`src/rtl/win_pkg.sv`:
```
// Shared definitions for the byte shift window, its sequencer and the
// window dot-product engine.
package win_pkg;

   localparam int TAPS   = 19;
   localparam int DATA_W = 8;
   localparam int PROD_W = 16;
   localparam int ACC_W  = 24;

   typedef enum logic [1:0] {
      IDLE = 2'd0,
      RUN  = 2'd1,
      DONE = 2'd2
   } state_t;

endpackage

```
`src/rtl/window_dot_seq_mac_lanes.sv`:
```
// Combinational LANES-wide signed multiply/sum over the snapshot window,
// starting at tap idx; taps past the end of the window contribute zero.
module mac_lanes
   import win_pkg::*;
#(
   parameter int TAPS  = win_pkg::TAPS,
   parameter int LANES = 1,
   parameter int ACC_W = win_pkg::ACC_W,
   parameter int IDX_W = 5
) (
   input  logic [TAPS*DATA_W-1:0]  win,
   input  logic [TAPS*DATA_W-1:0]  wgt,
   input  logic [IDX_W-1:0]        idx,
   output logic signed [ACC_W-1:0] sum
);

   // Sum of the sign-extended products of the lanes that still fall inside the window
   always_comb begin
      sum = '0;
      for (int k = 0; k < LANES; k++) begin
         int tap;
         int sel;
         logic signed [PROD_W-1:0] prod;
         tap  = int'(idx) + k;
         sel  = (tap < TAPS) ? tap : 0;
         prod = $signed(win[sel*DATA_W +: DATA_W]) * $signed(wgt[sel*DATA_W +: DATA_W]);
         sum  = sum + ((tap < TAPS) ? {{(ACC_W-PROD_W){prod[PROD_W-1]}}, prod} : '0);
      end
   end

endmodule

```
`src/rtl/window_dot_seq.sv`:
```
// Sequential signed dot product of a snapshot of the tap window against a weight
// vector, with bias preload, arithmetic scaling, optional ReLU and saturation.
module window_dot_seq
   import win_pkg::*;
#(
   parameter int TAPS  = win_pkg::TAPS,
   parameter int LANES = 1,
   parameter int ACC_W = win_pkg::ACC_W,
   parameter int SHIFT = 0,
   parameter int OUT_W = 8,
   parameter bit RELU  = 1'b1
) (
   input  logic                    clk,
   input  logic                    rst_n,
   input  logic [TAPS*DATA_W-1:0]  win_i,
   input  logic [TAPS*DATA_W-1:0]  wgt_i,
   input  logic signed [ACC_W-1:0] bias_i,
   input  logic                    start_i,
   output logic                    busy_o,
   output logic                    res_valid_o,
   input  logic                    res_ready_i,
   output logic signed [OUT_W-1:0] res_o,
   output logic signed [ACC_W-1:0] acc_o
);

   localparam int IDX_W = $clog2(TAPS + LANES + 1);
   localparam logic signed [ACC_W-1:0] SAT_MAX = ACC_W'((2 ** (OUT_W - 1)) - 1);
   localparam logic signed [ACC_W-1:0] SAT_MIN = ~SAT_MAX;

   state_t                  state_r;
   state_t                  state_nxt_s;
   logic [IDX_W-1:0]        idx_r;
   logic signed [ACC_W-1:0] acc_r;
   logic signed [ACC_W-1:0] sum_s;
   logic [TAPS*DATA_W-1:0]  snap_win_r;
   logic [TAPS*DATA_W-1:0]  snap_wgt_r;
   logic                    accept_s;
   logic                    last_beat_s;

   function automatic logic signed [OUT_W-1:0] scale_sat(input logic signed [ACC_W-1:0] a);
      logic signed [ACC_W-1:0] s;
      s = a >>> SHIFT;
      if (RELU && s[ACC_W-1]) begin
         s = '0;
      end else begin
         s = s;
      end
      if (s > SAT_MAX) begin
         s = SAT_MAX;
      end else if (s < SAT_MIN) begin
         s = SAT_MIN;
      end else begin
         s = s;
      end
      return s[OUT_W-1:0];
   endfunction

   // A new request may only enter while idle or while the pending result is being taken
   assign accept_s    = start_i && ((state_r == IDLE) || ((state_r == DONE) && res_ready_i));
   assign last_beat_s = (int'(idx_r) + LANES) >= TAPS;

   mac_lanes #(
      .TAPS  (TAPS),
      .LANES (LANES),
      .ACC_W (ACC_W),
      .IDX_W (IDX_W)
   ) u_mac_lanes (
      .win (snap_win_r),
      .wgt (snap_wgt_r),
      .idx (idx_r),
      .sum (sum_s)
   );

   // Next-state logic
   always_comb begin
      state_nxt_s = state_r;
      case (state_r)
         IDLE: begin
            if (accept_s) state_nxt_s = RUN;
            else          state_nxt_s = IDLE;
         end
         RUN: begin
            if (last_beat_s) state_nxt_s = DONE;
            else             state_nxt_s = RUN;
         end
         DONE: begin
            if (accept_s)         state_nxt_s = RUN;
            else if (res_ready_i) state_nxt_s = IDLE;
            else                  state_nxt_s = DONE;
         end
         default: state_nxt_s = IDLE;
      endcase
   end

   // State register
   always_ff @(posedge clk or negedge rst_n) begin
      if (!rst_n) state_r <= IDLE;
      else        state_r <= state_nxt_s;
   end

   // Snapshot capture and accumulation; acc is only touched on accept or in RUN,
   // so it holds steady through DONE until the result is consumed
   always_ff @(posedge clk or negedge rst_n) begin
      if (!rst_n) begin
         snap_win_r <= '0;
         snap_wgt_r <= '0;
         acc_r      <= '0;
         idx_r      <= '0;
      end else if (accept_s) begin
         snap_win_r <= win_i;
         snap_wgt_r <= wgt_i;
         acc_r      <= bias_i;
         idx_r      <= '0;
      end else if (state_r == RUN) begin
         acc_r      <= acc_r + sum_s;
         idx_r      <= idx_r + IDX_W'(LANES);
      end
   end

   assign busy_o      = (state_r != IDLE);
   assign res_valid_o = (state_r == DONE);
   assign acc_o       = acc_r;
   assign res_o       = scale_sat(acc_r);

endmodule

```
`config.mk`:
```
export PLATFORM = sky130hd
export DESIGN_NAME = window_dot_seq
export DESIGN_NICKNAME = d
export VERILOG_FILES = /design/src/rtl/win_pkg.sv /design/src/rtl/window_dot_seq_mac_lanes.sv /design/src/rtl/window_dot_seq.sv
export SDC_FILE = /design/constraint.sdc
export NUM_CORES = 1
export LEC_CHECK = 0
export ABC_AREA = 1
export ABC_CLOCK_PERIOD_IN_PS = 7100
export CELL_PAD_IN_SITES_DETAIL_PLACEMENT = 2
export CELL_PAD_IN_SITES_GLOBAL_PLACEMENT = 2
export CORE_MARGIN = 10
export CORE_UTILIZATION = 27
export CTS_CLUSTER_SIZE = 14
export DETAILED_ROUTE_END_ITERATION = 10
export GPL_TIMING_DRIVEN = 0
export PLACE_DENSITY_LB_ADDON = 0.1
export SLEW_MARGIN = 5
export SYNTH_ARGS = -nofsm -noshare
export SYNTH_HDL_FRONTEND = slang
export SYNTH_SLANG_ARGS = --single-unit
```
`constraint.sdc`:
```
create_clock -name clk -period 7.1 [get_ports clk]
set_input_delay 1.42 -clock clk [delete_from_list [all_inputs] [get_ports clk]]
set_output_delay 1.42 -clock clk [all_outputs]
set_load 0.01 [all_outputs]
```
==> results.md <==
- Largest net degree at the start of global routing: 105
- Hold Path Stages: 2
- Startpoint Class: flip-flop
- Multi-input gate area in the final layout: 0.0122 sq mm
- Vias per cell: 4.97
- Total Wirelength: 112 mm
- FF-to-FF setup slack: -0.29 ns
- Outcome: complete, but fails checks
- FMAX: 135 MHz
- Area of the die: 0.0851 sq mm
- Row Count: 99
- Syn nets: 3194
- Antenna violations before repair: 5
- Port Buf Inserts: 364
- Crit-path slowest cell: fa_2
- Worst-path fanout max: 10
- Most frequent cells in the layout: 1305 x nand2_1, 363 x clkdlybuf4s50_1, 334 x dfrtp_1, 153 x nand3_1, 128 x inv_1
- I/O pins: 366
- Met2 Track Usage GR: 0.442
- Commonest non-fill, non-tap cell in the layout: nand2_1
- WL/cell: 26.2 microns
- Layout Nets: 3726
- Setup violators final: 10
- Grt ovf: 0
- Crit path time final: 7.39 ns
- RSZ-0062 raised after global routing: true
- Vias: 21236
- Worst-Margin Slew: 1.06 ns
- Top Usage Layer GRT: met2
- Overall routing resource usage: 0.251
- Post-synth top flop: dfrtp_1
- Die Ht: 292 microns
- Req. time, crit path: 7.55 ns
- Number of synthesized flops with an enable pin: 0
- #FFs+latches synth: 335
- Clock sinks: 335
- Layout cell share with drive strength beyond 1: 0.192
- Worst-path clk slew: 0.07 ns
- DR pass1 iterations: 5
- Core Region: 0.0731 sq mm
- Syn avg cell area: 7.24 sq um
- Min-Delay Path Class: flip-flop to flip-flop
- Placed insts: 4078
- Synth warn: 0
- Fraction of registers with async set/reset: 1.00
- H-tree levels: 2
- CP Data Arrival Time: 7.84 ns
- GR met1 Demand/Resource: 0.300
- Initial core utilization: 0.273
- Failing checks: setup timing
- Cell mode on critical path: nand3_4
- Final hold vios: 0
- Max stage delay on crit path: 0.65 ns
- Clock tree from TritonCTS: done
- Worst setup margin: -0.288 ns
- Crit. End Element: flip-flop
- DRC: 0
- Yosys cell types: 49
- Hold Buf Count CTS: 0
- Fin crit share: 1.04
- Rel. slew slack: 0.296
- Sequential-to-total area share from yosys stat: 0.421
- First-pass GRT wire length: 160 mm
- Max Cap Viol: 0
- Cell count after synthesis: 2752
- Detail Placement HPWL: 81.8 mm
- Num CTS Buffers: 42
- Area Overhead vs Synth: 50.5%
- Clk root buf: clkbuf_16
- Met3 track demand over resource: 0.0464
- Fin cells: 4275
- Iteration-0 DRC Markers: 1342
- Clock Tree Buf Depth: 3
- Reg2Reg Depth: 37
- Clk Latency, worst-skew pair: 0.61 ns
- Kind of critical path: flip-flop to flip-flop
- Clock Skew: 0.0444 ns
- DIE WIDTH: 292 microns
- ANT nets after route: 0
- Fillers: 8235
- Gpl congestion: 0.873
- Final Max Slew Viols: 0
- Post-Synthesis Cell Area: 0.0199 sq mm
- Vias in the first global route: 24280
- Sequential cell area: 0.00838 sq mm
==> layer usage <==
layer | vias up | wire [microns]
li1 | 9671 | -
met1 | 10859 | 45600
met2 | 528 | 56500
met3 | 176 | 5440
met4 | 2 | 4550
met5 | - | 13
==> layout make-up <==
type | instances | area share
flip-flops and latches | 335 | 0.280
repair buffers | 490 | 0.168
diodes | 1 | 0.0000835
clock buffers | 56 | 0.0409
plain buffers | 136 | 0.0348
clock inverters | 19 | 0.00768
inverters | 171 | 0.0234
multi-input cells | 2108 | 0.406
well taps | 959 | 0.0400
==> critical path, delay by kind of cell (launching register included) <==
kind | cells | cell delay, ns
buffers and inverters | 9 | 0.98
and+or+nand+nor | 18 | 2.47
adders and majority gates | 6 | 2.96
AOI/OAI and AO/OA | 4 | 0.41
DFF | 1 | 0.39
==> repair_timing <==
| item | CTS | global route |
|---|---|---|
| endpoints found under the setup margin | 18 | 17 |
| gates cloned | 7 | 1 |
| endpoints found under the hold margin | 0 | 0 |
| buffers inserted | 84 | 32 |
| resized for setup | 455 | 175 |
| pin swaps | 104 | 130 |
==> state kept, by name (all words and copies together), names as in the netlist <==
register,cells
acc_o,24
snap_win_r,152
state_r,2
snap_wgt_r,152
idx_r,5
==> cells by family after synthesis <==
kind of cell    Yosys count  synth area share
flops                   335             0.421
other cells               1          0.000188
fa+ha+maj               110            0.0905
compound gates          182            0.0517
xor+xnor                 18           0.00791
simple gates           1796             0.362
buf+inv                 310            0.0666
==> metrics by stage <==
stage               area, sq um  utilization  setup slack, ns  TNS (ns)  hold slack, ns
finish                    30000        0.410           -0.288     -1.84           0.479
global route              30000        0.410           -0.588     -5.22           0.508
CTS                       29000        0.397          0.00111         0           0.482
detailed placement        24900        0.340            -2.12    -27.83           0.466
global placement          24800        0.339           -11.12  -3723.42           0.462
floorplan                 19900            -            0.479         0           0.444
==> worst paths after layout <==
| kind | from | to |
|---|---|---|
| min reg2reg | snap_wgt_r[85] | snap_wgt_r[85] |
| max | idx_r[1] | acc_o[20] |
| max reg2reg | idx_r[1] | acc_o[20] |
| max in group asynchronous | rst_n | snap_wgt_r[15] |
| min in group asynchronous | rst_n | acc_o[14] |
| min | snap_wgt_r[85] | snap_wgt_r[85] |
==> cells in the mapped netlist (2+ instances only) <==
master    instances  area share
o221ai_1          3      0.0013
nand2_1        1366        0.26
buf_1             9      0.0017
nand3b_1          2     0.00075
dfrtp_1         335        0.42
nor2_1          132       0.025
inv_4             3     0.00094
clkbuf_1         80       0.015
o21bai_1          6      0.0023
o211ai_1          6      0.0023
nor2_8            2      0.0020
nand2_2          12      0.0038
o21ai_1          11      0.0028
xor2_1            9      0.0040
o21ai_0          68       0.017
a21o_1            6      0.0023
buf_4            12      0.0045
inv_1           152       0.029
ha_1             53       0.033
o31ai_1           2     0.00075
o22ai_1          12      0.0038
inv_2            15      0.0028
buf_6            10      0.0057
nand4_1           5      0.0016
buf_2            28      0.0070
nor3_1            5      0.0013
o21ai_2           3      0.0013
o41ai_1           2     0.00088
nand3_1         261       0.066
or2_2             4      0.0013
xnor2_1           9      0.0040
a31oi_1           2     0.00063
fa_1             57       0.057
a21oi_1          55       0.014
Power is not shown: default switching activity piles up to over one toggle a cycle in this logic, so the estimate is an artifact.
